[config.mk]
export PLATFORM = sky130hd
export DESIGN_NAME = fpu_fma_writeback
export DESIGN_NICKNAME = d
export VERILOG_FILES = /design/src/rtl/fpu_fma_writeback.sv
export SDC_FILE = /design/constraint.sdc
export NUM_CORES = 1
export LEC_CHECK = 0
export BUFFER_PORTS_ARGS = -buffer_cell sky130_fd_sc_hd__buf_2
export CORE_MARGIN = 4
export CORE_UTILIZATION = 28
export CTS_CLUSTER_DIAMETER = 80
export DETAILED_ROUTE_END_ITERATION = 10
export PLACE_DENSITY = 0.58
export SLEW_MARGIN = 5
export SYNTH_ARGS = -nofsm -noshare
export SYNTH_HDL_FRONTEND = slang
export SYNTH_SLANG_ARGS = --single-unit
export TNS_END_PERCENT = 20
[constraint.sdc]
create_clock -name clock -period 3.2 [get_ports clock]
set_clock_uncertainty 0.1 [all_clocks]
set_input_delay 0.32 -clock clock [delete_from_list [all_inputs] [get_ports clock]]
set_output_delay 0.32 -clock clock [all_outputs]
set_load 0.1 [all_outputs]
[src/rtl/fpu_fma_writeback.sv]
// fpu_fma_writeback: writeback collector for the fixed-latency FMA pipe.
//   Tags each issued op through a LATENCY-deep {valid, rd} pipe, captures the
//   pipe's result and flags when the tag emerges, buffers them in a DEPTH-entry
//   FIFO and presents them to the FP register file with valid/ready. Issue is
//   credit-limited so a captured result always has a FIFO slot.
// Ports:
//   clock, reset             clock and asynchronous active-low reset
//   io_issue_valid/rd/ready  issue handshake into the FMA pipe
//   io_fma_data/exc          pipe result and flags, sampled when the tag emerges
//   io_kill                  flush of all in-flight and buffered ops
//   io_wb_valid/ready        writeback handshake; io_wb_rd/data/exc is the head entry
//   io_fflags_clear          clear sticky flags
//   io_fflags                sticky flags accumulated over writebacks
//   io_busy                  any op in flight or buffered
module fpu_fma_writeback #(
    parameter int LATENCY = 3,
    parameter int DEPTH   = 2
) (
    input  logic        clock,
    input  logic        reset,
    input  logic        io_issue_valid,
    input  logic [4:0]  io_issue_rd,
    output logic        io_issue_ready,
    input  logic [32:0] io_fma_data,
    input  logic [4:0]  io_fma_exc,
    input  logic        io_kill,
    output logic        io_wb_valid,
    input  logic        io_wb_ready,
    output logic [4:0]  io_wb_rd,
    output logic [32:0] io_wb_data,
    output logic [4:0]  io_wb_exc,
    input  logic        io_fflags_clear,
    output logic [4:0]  io_fflags,
    output logic        io_busy
);
    localparam int CW = $clog2(DEPTH + 1) + 1;
    localparam int PW = DEPTH > 1 ? $clog2(DEPTH) : 1;

    typedef struct packed {
        logic [4:0]  rd;
        logic [32:0] data;
        logic [4:0]  exc;
    } entry_t;

    logic [LATENCY-1:0] tag_v_q;
    logic [4:0]         tag_rd_q [LATENCY];
    entry_t             mem_q [DEPTH];
    logic [PW-1:0]      wptr_q, wptr_d, rptr_q, rptr_d;
    logic [CW-1:0]      occ_q, occ_d, cnt_q, cnt_d;
    logic [4:0]         fflags_q, fflags_d;
    logic               issue_fire, push, pop;
    entry_t             head;

    // Ready looks only at the registered count; a same-cycle pop frees no credit.
    assign io_issue_ready = (cnt_q < CW'(DEPTH)) & ~io_kill;
    assign issue_fire     = io_issue_valid & io_issue_ready;
    assign push           = tag_v_q[LATENCY-1] & ~io_kill;
    assign io_wb_valid    = occ_q != '0;
    assign pop            = io_wb_valid & io_wb_ready & ~io_kill;
    assign head           = io_wb_valid ? mem_q[rptr_q] : '0;
    assign io_wb_rd       = head.rd;
    assign io_wb_data     = head.data;
    assign io_wb_exc      = head.exc;
    assign io_fflags      = fflags_q;
    assign io_busy        = cnt_q != '0;

    always_comb begin
        wptr_d   = push ? ((wptr_q == PW'(DEPTH - 1)) ? '0 : wptr_q + 1'b1) : wptr_q;
        rptr_d   = pop ? ((rptr_q == PW'(DEPTH - 1)) ? '0 : rptr_q + 1'b1) : rptr_q;
        occ_d    = occ_q + CW'(push) - CW'(pop);
        cnt_d    = cnt_q + CW'(issue_fire) - CW'(pop);
        fflags_d = pop ? ((io_fflags_clear ? 5'd0 : fflags_q) | head.exc)
                       : (io_fflags_clear ? 5'd0 : fflags_q);
        if (io_kill) begin
            wptr_d = '0;
            rptr_d = '0;
            occ_d  = '0;
            cnt_d  = '0;
        end
    end

    always_ff @(posedge clock or negedge reset) begin
        if (!reset) begin
            tag_v_q  <= '0;
            wptr_q   <= '0;
            rptr_q   <= '0;
            occ_q    <= '0;
            cnt_q    <= '0;
            fflags_q <= '0;
        end else begin
            if (io_kill) tag_v_q <= '0;
            else begin
                tag_v_q[0] <= issue_fire;
                for (int i = 1; i < LATENCY; i++) tag_v_q[i] <= tag_v_q[i-1];
            end
            wptr_q   <= wptr_d;
            rptr_q   <= rptr_d;
            occ_q    <= occ_d;
            cnt_q    <= cnt_d;
            fflags_q <= fflags_d;
        end
    end

    // Payload storage needs no reset: tag valids and occupancy gate its use.
    always_ff @(posedge clock) begin
        tag_rd_q[0] <= io_issue_rd;
        for (int i = 1; i < LATENCY; i++) tag_rd_q[i] <= tag_rd_q[i-1];
        if (push) mem_q[wptr_q] <= '{rd: tag_rd_q[LATENCY-1], data: io_fma_data, exc: io_fma_exc};
    end
endmodule

# Word-level counts from Yosys, hierarchy flattened
# Memories as Yosys holds them, arrays and structs flattened.
# Index checks and enable logic that the tools add are counted.
[classes]
n_mux = 14
n_bitwise = 7
addsub = 6
n_lt_le_gt_ge = 1
reduce_logical = 4
[ops]
columns = ["op", "n"]
rows = [
  ["$mux W43", 1],
  ["$mux W5", 2],
  ["$mux W3", 3],
  ["$mux W1", 8],
  ["$add A3 B1 Y3", 2],
  ["$reduce_bool A3 Y1", 2],
  ["$sub A3 B1 Y3", 2],
  ["$and A1 B1 Y1", 5],
  ["$or A5 B5 Y5", 1],
  ["$reduce_bool A2 Y1", 2],
  ["$lt A3 B2 Y1 const B", 1],
  ["$add A1 B1 Y1 const B", 2],
  ["$not A1 Y1", 1],
]
[totals]
mem_bits_rw = 101
regBits = 16
input_bits = 49
elab_cells = 40
mem_count = 2
[memory_table]
columns = ["memory", "depth", "word_bits", "rd", "rd_clocked_by_memory_dff", "wr", "line", "text"]
rows = [
  ["mem_q", 2, 43, 1, 0, 1, "47", "entry_t mem_q [DEPTH];"],
  ["tag_rd_q", 3, 5, 3, 0, 3, "46", "logic [4:0] tag_rd_q [LATENCY];"],
]

# Longest topological paths before layout
[depth]
ltp_word = 6
mapped_depth = 9

# Worst setup path after synthesis
# Ideal clock, no wire load.
[synth_timing]
path_kind = "in2reg"
startpoint = "in io_kill"
endpoint = "mem mem_q[0][0] in the netlist's numbering, enable pin"
t_required_ns = 2.657
path_slack_ns = 0.361
arrival_time_ns = 2.296
n_path_buf = 0
stages = 2
path_cell_list = "nand2b_1 > nor2_1"
[synth_via]
elab_chain_len = 4
[synth_lines]
columns = ["element", "line", "text"]
rows = [
  ["from (decl)", "26", "input logic io_kill,"],
  ["$not A1 Y1", "57", "assign push = tag_v_q[LATENCY-1] & ~io_kill;"],
  ["$and A1 B1 Y1", "57", ""],
  ["$mux W1", "108", "if (push) mem_q[wptr_q] <= '{rd: tag_rd_q[LATENCY-1], data: io_fma_data, exc: io_fma_exc};"],
  ["$mux W1 (implied by the code)", "108", ""],
  ["to (decl)", "47", ""],
]
# Every way passes these cells.

# Worst setup path in the final report
[layout_timing]
startpoint = "reg rptr_q"
endpoint = "out io_wb_data[32]"
[layout_via]
elab_chain_len = 2
[layout_lines]
columns = ["element", "line", "text"]
rows = [
  ["from (decl)", "48", "logic [PW-1:0] wptr_q, wptr_d, rptr_q, rptr_d;"],
  ["from (signal assigned)", "97", "rptr_q <= rptr_d;"],
  ["$mem_v2 Z2 W43", "--", ""],
  ["$mux W43", "60", "assign head = io_wb_valid ? mem_q[rptr_q] : '0;"],
  ["to (decl)", "30", "output logic [32:0] io_wb_data,"],
]
# Every way passes these cells.

==> results.py <==
metrics = {
    "cts": {
        "cts_made_buffers": 17,
        "htreeDepth": 4,
        "clk_path_buf_depth": 2,
        "cts_tree": "built",
        "clockRootBuffer": "clkbuf_16",
        "cts_setup_buffers": 0,
        "path_clk_slew_ns": 0.05,
        "clock_latency_ns": 0.41,
        "clock_sinks": 117,
    },
    "layout": {
        "drive_gt1_share_pct": 31.72,
        "fin_nets": 476,
        "area_delta_synth_final_pct": 40.30,
        "num_antenna_cells": 0,
        "final_core_util_pct": 40.07,
    },
    "timing": {
        "relSlewSlack_pct": 52.99,
        "finalSetupViolCount": 0,
        "fin_crit_sh_pct": 82.84,
        "finalMaxSlewViolations": 0,
        "timing.fmax_mhz": 377.2,
        "setup-tns-final_ns": 0,
        "rsz0062_at_grt": "false",
        "finalHoldViolCount": 0,
        "worstMarginPinSlew_ns": 0.7036,
        "fin_crit_ns": 2.651,
    },
    "setup_path": {
        "cp-start-kind": "register",
        "r2r_setup_slack_ns": 1.04,
        "cp_slowest_cell": "dfrtp_2",
        "cp_data_required_time_ns": 2.78,
        "critPathMaxStageDelay_ns": 0.76,
        "arrival_ns": 2.23,
        "cp_cell_sequence": "buf_4, mux2i_1, nor2_1, buf_2",
        "critPathBufInv": 2,
        "end_kind": "primary output",
        "critical-path-top-delay-family": "buffers and inverters",
        "critical_path_class": "reg2out",
        "critical_path.max_fanout": 21,
    },
    "worst_hold_path": {
        "hold_path_class": "in2reg",
    },
    "floorplan": {
        "core_sq_mm": 0.01515,
        "pin_count": 100,
        "die_w_microns": 132.3,
        "rows": 45,
        "start_util_pct": 28.56,
        "die_area_sq_mm": 0.01750,
        "die_h_microns": 132.3,
    },
    "yosys": {
        "synth.avg_cell_area_sq_um": 16.26,
        "ys_warn_count": 0,
        "synth-seq-cells": 117,
        "synth.cell_area_sq_mm": 0.004325,
        "synth.distinct_cells": 26,
        "syn-num-nets": 320,
        "synthCells": 266,
        "seq_area_frac_synth_pct": 75.90,
    },
    "route": {
        "dr.pass1.iters": 4,
        "drc": 0,
        "ant_nets": 0,
        "via_per_inst": 4.140,
        "drtIter0Drc": 118,
        "wl_microns": 8787,
        "vias": 2579,
        "routedWlPerCell_microns": 14.10,
    },
    "placement": {
        "hpwl_microns": 5770,
        "place_congestion": 0.7227,
        "portBuffers": 99,
    },
    "run": {
        "maxCapViolations": 0,
    },
    "grt": {
        "grt_pass1_vias": 2774,
        "grt_max_degree": 29,
        "grt-ovfl-total": 0,
        "antenna_found_initial": 0,
        "grt_use_total_pct": 10.69,
        "grt_first_pass_wirelength_microns": 14180,
    },
    "run_status": {
        "status": "complete, no violations",
    },
}
==> cells in the mapped netlist <==
cell type | instances | share of area (%)
nor2_1 | 52 | 4.5
nor3_2 | 1 | 0.23
dfxtp_1 | 15 | 6.9
fa_1 | 2 | 0.93
xnor3_1 | 1 | 0.52
buf_6 | 1 | 0.26
ha_1 | 3 | 0.87
nand3b_1 | 1 | 0.17
edfxtp_1 | 86 | 60
mux2_1 | 1 | 0.26
buf_2 | 5 | 0.58
xnor2_1 | 2 | 0.41
o32ai_1 | 5 | 1.0
o31ai_1 | 1 | 0.17
inv_1 | 12 | 1.0
or3_1 | 1 | 0.14
buf_4 | 4 | 0.69
nor2b_1 | 6 | 0.87
a21o_1 | 1 | 0.17
o32ai_2 | 1 | 0.38
nand2b_1 | 2 | 0.29
mux2i_1 | 44 | 10
o31a_1 | 1 | 0.20
clkbuf_1 | 1 | 0.087
dfrtp_1 | 16 | 9.3
nor3_1 | 1 | 0.12
==> cell families (layout without fill, tap and decap cells) <==
group / after synthesis / in the layout / synth area share [%]
flip-flops: 117 / 117 / 75.90
XOR/XNOR: 3 / 3 / 0.9257
AND/OR/NAND/NOR: 64 / 64 / 6.335
multiplexers: 45 / 45 / 10.44
AO/OA/AOI/OAI: 9 / 9 / 1.938
adder cells (fa/ha/maj): 5 / 5 / 1.794
buffers and inverters: 23 / 192 / 2.661
==> routing by layer <==
| layer | up-vias | wire length, microns | GRT usage [%] |
|---|---|---|---|
| li1 | 1270 | - | - |
| met2 | 78 | 4223 | 16.76 |
| met4 | 0 | 155 | 4.330 |
| met3 | 16 | 547 | 4.771 |
| met1 | 1215 | 3860 | 12.93 |
| met5 | - | 0 | 0 |
==> cell type report <==
class	count	area (sq um)
Clock inverter	12	112.6
Timing Repair Buffer	148	996.0
Tap cell	188	235.2
Clock buffer	20	446.7
Multi-Input combinational cell	126	948.4
Fill cell	1401	9077
Sequential cell	117	3284
Inverter	12	45.04
==> path summary, 6_finish.rpt <==
check | start | end | cells past startpoint
max | rptr_q | io_wb_data[32] | 4
min | io_fma_exc[4] | mem_q[0][4] | 1
max reg2reg | occ_q[1] | occ_q[2] | 8
min reg2reg | tag_rd_q[0][4] | tag_rd_q[0][9] | 0
max in group asynchronous | reset | rptr_q | 2
min in group asynchronous | reset | io_fflags[4] | 2
==> worst reg2reg max path: cells and delay by family, from the launching register on <==
kind	cells	cell delay, ns
adder cells (fa/ha/maj)	2	0.54
flip-flops	1	0.47
AO/OA/AOI/OAI	1	0.30
buffers and inverters	2	0.28
XOR/XNOR	1	0.21
AND/OR/NAND/NOR	2	0.12
==> state kept, by name (all words and copies together) (netlist names) <==
register   flops
cnt_q          3
tag_rd_q      15
occ_q          3
rptr_q         1
io_fflags      5
wptr_q         1
mem_q         86
tag_v_q        3
==> stage by stage <==
stage / hold WS [ns] / area (sq um) / setup WS, ns / std cells
after floorplan: -0.07559 / 4325 / 0.3607 / 266
after global placement: 0.1543 / 5079 / 0.9197 / 548
after detailed placement: 0.1642 / 5079 / 0.9463 / 548
after CTS: 0.01237 / 6068 / 0.4782 / 623
after global routing: 0.009677 / 6068 / 0.3984 / 623
final: 0.03227 / 6068 / 0.5492 / 623
==> placed cells by master, fill, tap and decap left out, drive strengths merged, types with 3 or more instances in the layout <==
master	synthesis	routed
o32ai	6	6
inv	12	12
clkinv	0	8
dfrtp	16	16
ha	3	3
clkbuf	1	20
edfxtp	86	86
dfxtp	15	15
buf	10	105
nor2	52	52
nor2b	6	6
dlygate4sd3	0	43
mux2i	44	44
==> timing repair <==
action / CTS / global route
hold endpoints to repair: 94 / 0
endpoints found under the setup margin: 0 / 0
hold buffers: 43 / 0
gates resized for setup: 0 / 0
Power is not shown: default switching activity piles up to over one toggle a cycle in this logic, so the estimate is an artifact.
